### src/rtl/add_int16_serial.sv
// Bit-serial WIDTH-bit adder (LSB first) with valid/ready handshakes on both sides.
// Optional signed-overflow output is enabled by defining ADD_SERIAL_OVF_EN.
module add_int16_serial #(
  parameter int WIDTH     = 16,
  parameter int IMPL_TYPE = 0
) (
  input  logic             clk,
  input  logic             rst,
  input  logic             in_valid,
  output logic             in_ready,
  input  logic [WIDTH-1:0] A,
  input  logic [WIDTH-1:0] B,
  output logic             out_valid,
  input  logic             out_ready,
  output logic [WIDTH-1:0] Sum,
  output logic             Cout
`ifdef ADD_SERIAL_OVF_EN
  ,
  output logic             Ovf
`endif
);

  localparam int CW = $clog2(WIDTH);
  localparam logic [CW-1:0] LAST_CNT = CW'(WIDTH - 1);

  typedef enum logic [1:0] {
    S_IDLE = 2'd0,
    S_RUN  = 2'd1,
    S_DONE = 2'd2
  } state_t;

  state_t           r_state;
  logic [WIDTH-1:0] r_a;
  logic [WIDTH-1:0] r_b;
  logic [WIDTH-1:0] r_sum;
  logic             r_carry;
  logic             r_cout;
  logic [CW-1:0]    r_cnt;
`ifdef ADD_SERIAL_OVF_EN
  logic             r_ovf;
`endif

  logic w_a;
  logic w_b;
  logic w_s;
  logic w_co;

  assign w_a = r_a[0];
  assign w_b = r_b[0];

  // One full-adder cell; the three styles are logically equivalent.
  generate
    if (IMPL_TYPE == 1) begin : g_nand
      logic w_n1, w_n2, w_n3, w_x1, w_n4, w_n5, w_n6;
      assign w_n1 = ~(w_a & w_b);
      assign w_n2 = ~(w_a & w_n1);
      assign w_n3 = ~(w_b & w_n1);
      assign w_x1 = ~(w_n2 & w_n3);
      assign w_n4 = ~(w_x1 & r_carry);
      assign w_n5 = ~(w_x1 & w_n4);
      assign w_n6 = ~(r_carry & w_n4);
      assign w_s  = ~(w_n5 & w_n6);
      assign w_co = ~(w_n1 & w_n4);
    end else if (IMPL_TYPE == 2) begin : g_maj
      logic w_m1;
      assign w_co = (w_a & w_b) | (w_a & r_carry) | (w_b & r_carry);
      assign w_m1 = (w_a & w_b) | (w_a & ~r_carry) | (w_b & ~r_carry);
      assign w_s  = (~w_co & r_carry) | (~w_co & w_m1) | (r_carry & w_m1);
    end else begin : g_xor
      assign w_s  = w_a ^ w_b ^ r_carry;
      assign w_co = (w_a & w_b) | (w_a & r_carry) | (w_b & r_carry);
    end
  endgenerate

  always_ff @(posedge clk) begin
    if (rst) begin
      r_state <= S_IDLE;
      r_a     <= '0;
      r_b     <= '0;
      r_sum   <= '0;
      r_carry <= 1'b0;
      r_cout  <= 1'b0;
      r_cnt   <= '0;
`ifdef ADD_SERIAL_OVF_EN
      r_ovf   <= 1'b0;
`endif
    end else begin
      case (r_state)
        S_IDLE: begin
          if (in_valid) begin
            r_a     <= A;
            r_b     <= B;
            r_carry <= 1'b0;
            r_cnt   <= '0;
            r_state <= S_RUN;
          end
        end
        S_RUN: begin
          // Result bits enter at the MSB so the LSB lands at bit 0 after WIDTH shifts.
          r_sum   <= {w_s, r_sum[WIDTH-1:1]};
          r_a     <= r_a >> 1;
          r_b     <= r_b >> 1;
          r_carry <= w_co;
          r_cnt   <= r_cnt + 1'b1;
          if (r_cnt == LAST_CNT) begin
            r_cout  <= w_co;
`ifdef ADD_SERIAL_OVF_EN
            r_ovf   <= r_carry ^ w_co;
`endif
            r_state <= S_DONE;
          end
        end
        S_DONE: begin
          if (out_ready) r_state <= S_IDLE;
        end
        default: r_state <= S_IDLE;
      endcase
    end
  end

  assign in_ready  = (r_state == S_IDLE);
  assign out_valid = (r_state == S_DONE);
  assign Sum       = r_sum;
  assign Cout      = r_cout;
`ifdef ADD_SERIAL_OVF_EN
  assign Ovf       = r_ovf;
`endif

endmodule

### config.mk
export PLATFORM = sky130hd
export DESIGN_NAME = add_int16_serial
export DESIGN_NICKNAME = d
export VERILOG_FILES = /design/src/rtl/add_int16_serial.sv
export SDC_FILE = /design/constraint.sdc
export NUM_CORES = 1
export LEC_CHECK = 0
export ABC_AREA = 1
export BUFFER_PORTS_ARGS = -buffer_cell sky130_fd_sc_hd__buf_2
export CAP_MARGIN = 30
export CELL_PAD_IN_SITES_DETAIL_PLACEMENT = 0
export CELL_PAD_IN_SITES_GLOBAL_PLACEMENT = 1
export CORE_MARGIN = 2
export CORE_UTILIZATION = 40
export CTS_CLUSTER_SIZE = 25
export DETAILED_ROUTE_END_ITERATION = 10
export PLACE_DENSITY_LB_ADDON = 0.1
export SYNTH_ARGS = -nofsm -noshare
export SYNTH_HDL_FRONTEND = slang
export SYNTH_SLANG_ARGS = --single-unit
### constraint.sdc
create_clock -name clk -period 1.7 [get_ports clk]
set_clock_uncertainty 0.05 [all_clocks]
set_input_delay 0.255 -clock clk [delete_from_list [all_inputs] [get_ports clk]]
set_output_delay 0.255 -clock clk [all_outputs]
set_load 0.02 [all_outputs]
==> flow_metrics.py, run 1 <==
metrics = {
    "run_status": {
        "status": "complete, no violations",
    },
    "global_routing": {
        "grt_overflow": 0,
        "grt_antenna_before_repair": 0,
        "track_usage": 0.1719,
        "grt_pass1_wl_um": 9929,
        "grt_pass1_vias": 2224,
        "grt_max_degree": 39,
    },
    "critical_path": {
        "cp_slowest_cell": "dfxtp_1",
        "critical_path_class": "reg2out",
        "end_kind": "primary output",
        "start_kind": "register",
        "cp.arrival_ps": 1300,
        "path_max_fanout": 25,
        "max_stage_delay_ps": 370,
        "required_ps": 1390,
        "path_cells": "nor2_2 > buf_4 > buf_2",
    },
    "die": {
        "chipHeight_um": 83.61,
        "core_area_um2": 6241,
        "dieArea_um2": 6990,
        "num_io_pins": 55,
        "die_w_um": 83.61,
        "initial_core_util": 0.4062,
        "row_count": 29,
    },
    "route": {
        "dr.pass1.iters": 4,
        "via_count": 2353,
        "antenna_left": 0,
        "wirelength_um": 5733,
        "post-route-drc-count": 0,
        "routedWlPerCell_um": 11.29,
        "dr.first_iter.drc_count": 104,
        "viasPerCell": 4.632,
    },
    "sta": {
        "tns_ps": 0,
        "slew_headroom": 0.5296,
        "fmax_ghz": 0.6221,
        "hold_ws_ps": 176.3,
        "rsz0062_at_grt": "no",
        "min_period_over_period": 0.9456,
        "worstMarginPinSlew_ps": 698.2,
        "hold_violations": 0,
        "setup_viol": 0,
        "layout_setup_ws_ps": 92.56,
        "slew_violations": 0,
        "period_minus_slack_ps": 1607,
    },
    "synthesis": {
        "synth_nets": 417,
        "syn-cell-area_um2": 2535,
        "synthSimpleGateAreaFrac": 0.3736,
        "synth_edf_count": 0,
        "yosysSeqAreaShare": 0.4423,
        "synth_top_family_by_area": "simple AND/OR/NAND/NOR gates",
        "synth_top_area_cell": "dfxtp_1",
        "synth_area_leaders": "dfxtp_1 44%, nor2_1 14%, nand2_1 12%",
        "synth_cell_types": 18,
        "synth_area_per_cell_um2": 6.688,
        "synth_warnings": 0,
        "yosys_most_used_dff": "dfxtp_1",
        "synth_top_area_frac": 0.4423,
        "synth-seq-cells": 56,
        "ys_async_sr_fraction": 0,
        "synthMuxAreaShare": 0,
        "synth_fa_ha_area_frac": 0.01283,
        "synth_compound_area_frac": 0.05726,
        "synth-xor-area-share": 0,
        "synthCells": 379,
    },
    "clock_network": {
        "cts_buffer_depth": 2,
        "cts.clk_slew.worst_paths_ps": 90,
        "htreeDepth": 2,
        "cts_tree": "built",
        "ctsHoldBuffers": 0,
        "root_buffer": "clkbuf_8",
        "numCtsBuffers": 5,
        "post_cts_resized": 0,
        "worstSkewPairLatency_ps": 300,
        "post_cts_buffers": 0,
        "clock_sinks": 56,
    },
    "cells_and_area": {
        "area_growth_pct": 18.16,
        "design_area_um2": 2995,
        "seqCellArea_um2": 1121,
        "final_util": 0.4800,
        "fill_cells": 717,
        "final_common_cell": "nor2_1",
        "multi_input_area_um2": 1125,
        "n_antenna_cell": 0,
        "drive_gt1_frac": 0.1856,
        "mostFrequentLayoutCells": "93 x nor2_1, 80 x nand2_1, 56 x dfxtp_1, 56 x nand3_1, 54 x buf_2",
        "fin_nets": 468,
    },
    "placed_design": {
        "post_dp_cell_area_um2": 2869,
        "io_buffers": 54,
        "dp_hpwl_um": 3897,
        "gp_congestion": 0.7421,
        "place_ws_ps": 340.5,
    },
    "power": {
        "p_leak_nw": 1.475,
        "ir_worst_vdd_uv": 526.9,
        "powerDensity_nw_per_um2": 953.8,
        "p_switching_w": 0.0007562,
        "p_clk_frac": 0.327,
        "pwr-share-seq": 0.508,
        "swShare": 0.2647,
        "p_int_w": 0.002101,
        "comb_power_share": 0.165,
    },
    "min_path": {
        "hold_path.class": "in2reg",
    },
    "flow_run": {
        "maxCapViolations": 0,
    },
}
[registers in the layout, indices dropped and copies added (netlist names)]
register and count:
Sum 16, r_a 16, r_b 16, r_cnt 4
r_state 2, Cout 1, r_carry 1
[worst max-delay path, delay by kind of cell (launching register included)]
family,cells,cell delay (ps)
buf+inv,2,500
flops,1,370
simple gates,1,140
[power by group through the flow]
stage,Combinational [W],Clock (W),Sequential (W)
floorplan,0.000297,0,0.00151
global placement,0.000475,0,0.00148
detailed placement,0.000478,0,0.00148
CTS,0.000480,0.000968,0.00145
global route,0.000543,0.00100,0.00146
finish,0.000471,0.000935,0.00145
[cell families (layout without fill, tap and decap cells)]
family	Yosys count	after routing
and+or+nand+nor	231	231
buffers and inverters	61	113
DFF	56	56
AOI/OAI and AO/OA	29	29
adders and majority gates	2	2
[worst paths after layout]
check                           from  depth (start not counted)              endpoint  slack [ps]
max          r_state[0]$_SDFFE_PP0P_                          3              in_ready          90
min                            B[15]                          3  r_b[15]$_SDFFE_PP0P_         180
max reg2reg  r_state[0]$_SDFFE_PP0P_                          3  r_a[15]$_SDFFE_PP0P_         360
min reg2reg        Cout$_SDFFE_PP0P_                          2     Cout$_SDFFE_PP0P_         420
[layout make-up]
type                    count  share of cell area
multi-input cells         262              0.3755
flip-flops and latches     56              0.3743
repair buffers             68              0.1295
inverters                  37             0.04637
clock buffers               7             0.03216
well taps                  77             0.03216
clock inverters             1             0.01003
[synthesized netlist by cell type, types with 2 or more instances]
| master | n |
|---|---|
| nor2_1 | 93 |
| nand2_1 | 80 |
| dfxtp_1 | 56 |
| nand3_1 | 56 |
| inv_1 | 35 |
| o21ai_0 | 19 |
| buf_2 | 11 |
| a21oi_1 | 9 |
| buf_6 | 6 |
| clkbuf_1 | 4 |
| buf_1 | 2 |
| inv_2 | 2 |
[metal layers]
layer	share of wire	track usage
met5	0	0
met4	0.011	0.05279
met3	0.037	0.02572
met2	0.45	0.2909
met1	0.50	0.2262
[through the flow]
step	total power, W	cells
finish	0.002857	508
global route	0.003006	508
CTS	0.002900	508
detailed placement	0.001960	500
global placement	0.001954	500
floorplan	0.001809	379
Note: power is estimated with default switching activity, not from simulation.
==> run 2: changes to the inputs <==
Settings changed: CAP_MARGIN 30 to unset, CORE_UTILIZATION 40 to 34.
Clock period 1.7 ns to 1.4 ns, I/O delays scaled along.
==> run 2 against run 1 <==
First-iteration DRC count fell by 15%. Register-to-register slack got worse by 230 ps. Flip-flop and latch count unchanged. Global-route usage shrank 1.3 points. Final cell count up 4.9%. Critical path type unchanged.
==> flow_metrics.py, run 2 (synthesis results as in run 1) <==
metrics = {
    "placed_design": {
        "gp_congestion": 0.7236,
        "dp_hpwl_um": 3980,
        "io_buffers": 54,
    },
    "sta": {
        "fmax_ghz": 0.7477,
        "hold_violations": 0,
        "slew_violations": 0,
        "worstMarginPinSlew_ps": 233.9,
        "slew_headroom": 0.8441,
        "rsz0062_at_grt": "no",
        "setup_viol": 0,
        "tns_ps": 0,
        "min_period_over_period": 0.9553,
        "period_minus_slack_ps": 1337,
    },
    "clock_network": {
        "htreeDepth": 2,
        "clock_sinks": 56,
        "ctsHoldBuffers": 0,
        "root_buffer": "clkbuf_8",
        "numCtsBuffers": 5,
        "cts_buffer_depth": 2,
        "cts.clk_slew.worst_paths_ps": 90,
        "worstSkewPairLatency_ps": 300,
        "cts_tree": "built",
    },
    "power": {
        "p_clk_frac": 0.275,
        "powerDensity_nw_per_um2": 1061,
        "pwr-share-seq": 0.528,
        "p_leak_nw": 1.530,
        "p_int_w": 0.002377,
        "p_switching_w": 0.0009563,
        "ir_worst_vdd_uv": 375.0,
        "comb_power_share": 0.197,
        "swShare": 0.2869,
    },
    "critical_path": {
        "required_ps": 1140,
        "cp_slowest_cell": "dfxtp_4",
        "path_cells": "nor2_4 > buf_12 > buf_4",
        "end_kind": "primary output",
        "path_max_fanout": 3,
        "cp.arrival_ps": 1080,
        "critical_path_class": "reg2out",
        "start_kind": "register",
        "max_stage_delay_ps": 380,
    },
    "die": {
        "chipHeight_um": 90.35,
        "core_area_um2": 7253,
        "dieArea_um2": 8162,
        "initial_core_util": 0.3495,
        "die_w_um": 90.35,
        "num_io_pins": 55,
        "row_count": 31,
    },
    "cells_and_area": {
        "n_antenna_cell": 0,
        "drive_gt1_frac": 0.1982,
        "fill_cells": 804,
        "fin_nets": 472,
        "final_util": 0.4332,
        "final_common_cell": "nor2_1",
        "seqCellArea_um2": 1129,
        "mostFrequentLayoutCells": "92 x nor2_1, 80 x nand2_1, 56 x nand3_1",
        "multi_input_area_um2": 1132,
        "area_growth_pct": 23.94,
    },
    "global_routing": {
        "track_usage": 0.1590,
        "grt_pass1_vias": 2150,
        "grt_antenna_before_repair": 0,
        "grt_pass1_wl_um": 10520,
        "grt_overflow": 0,
        "grt_max_degree": 31,
    },
    "flow_run": {
        "maxCapViolations": 0,
    },
    "route": {
        "dr.first_iter.drc_count": 88,
        "via_count": 2373,
        "post-route-drc-count": 0,
        "antenna_left": 0,
        "dr.pass1.iters": 4,
        "routedWlPerCell_um": 11.81,
        "viasPerCell": 4.452,
        "wirelength_um": 6297,
    },
    "min_path": {
        "hold_path.class": "in2reg",
    },
    "run_status": {
        "status": "complete, no violations",
    },
}
-- run 2: cell count changes in the layout (fill, tap and decap cells not counted), moves of 2 or more --
| cell | delta |
|---|---|
| buf_12 | +6 |
| dfxtp_1 | -2 |
| buf_2 | -2 |
| buf_4 | -2 |
| dfxtp_4 | +2 |
-- run 2: what timing repair did --
item / in CTS / in global routing
setup endpoints to repair: 2 / 5
pin swaps: 0 / 1
gates cloned: 1 / 0
resized for setup: 6 / 3
setup buffers: 4 / 0
-- run 2: worst paths after layout --
kind | to | start | cells past startpoint | slack [ps]
max | in_ready | r_state[1]$_SDFFE_PP0P_ | 3 | 60
min | r_state[1]$_SDFFE_PP0P_ | out_ready | 4 | 110
max reg2reg | r_b[7]$_SDFFE_PP0P_ | r_state[1]$_SDFFE_PP0P_ | 8 | 130
min reg2reg | Cout$_SDFFE_PP0P_ | Cout$_SDFFE_PP0P_ | 2 | 420
-- run 2: final cells by class --
| class | instances | area share |
|---|---|---|
| clock buffers | 6 | 0.02628 |
| multi-input cells | 262 | 0.3604 |
| repair buffers | 72 | 0.1677 |
| inverters | 37 | 0.04421 |
| clock inverters | 1 | 0.002788 |
| flip-flops and latches | 56 | 0.3592 |
| well taps | 99 | 0.03943 |
-- run 2: layer usage --
metal / up-vias / global-route usage / wire length (um)
met3: 5 / 0.03172 / 193
li1: 1279 / - / -
met5: - / 0 / 0
met4: 0 / 0.04231 / 54
met1: 1051 / 0.2034 / 3094
met2: 38 / 0.2732 / 2955
-- run 2: through the flow --
step                      hold WS, ps  instances  worst slack (ps)  area, um^2  power, W
after CTS                       105.6        533             41.43        3133  0.003396
after global placement          403.0        521             164.2        2939  0.002403
after detailed placement        403.8        521             143.0        2939  0.002406
final                           113.2        533             62.52        3142  0.003333
after floorplan                 327.1        379             240.8        2535  0.002197
after global routing            130.9        533             10.68        3142  0.003542
-- run 2: worst max-delay path, delay by kind of cell, from the launching register on --
| kind | cells | cell delay (ps) |
|---|---|---|
| buffers and inverters | 2 | 250 |
| AND/OR/NAND/NOR | 1 | 150 |
| flip-flops | 1 | 380 |
-- run 2: power groups by stage --
stage	sequential (W)	combinational (W)	clock [W]
3_5_place_dp	0.00180	0.000607	0
2_1_floorplan	0.00184	0.000360	0
6_report	0.00176	0.000655	0.000916
4_1_cts	0.00176	0.000667	0.000965
3_3_place_gp	0.00180	0.000606	0
5_1_grt	0.00178	0.000739	0.00103
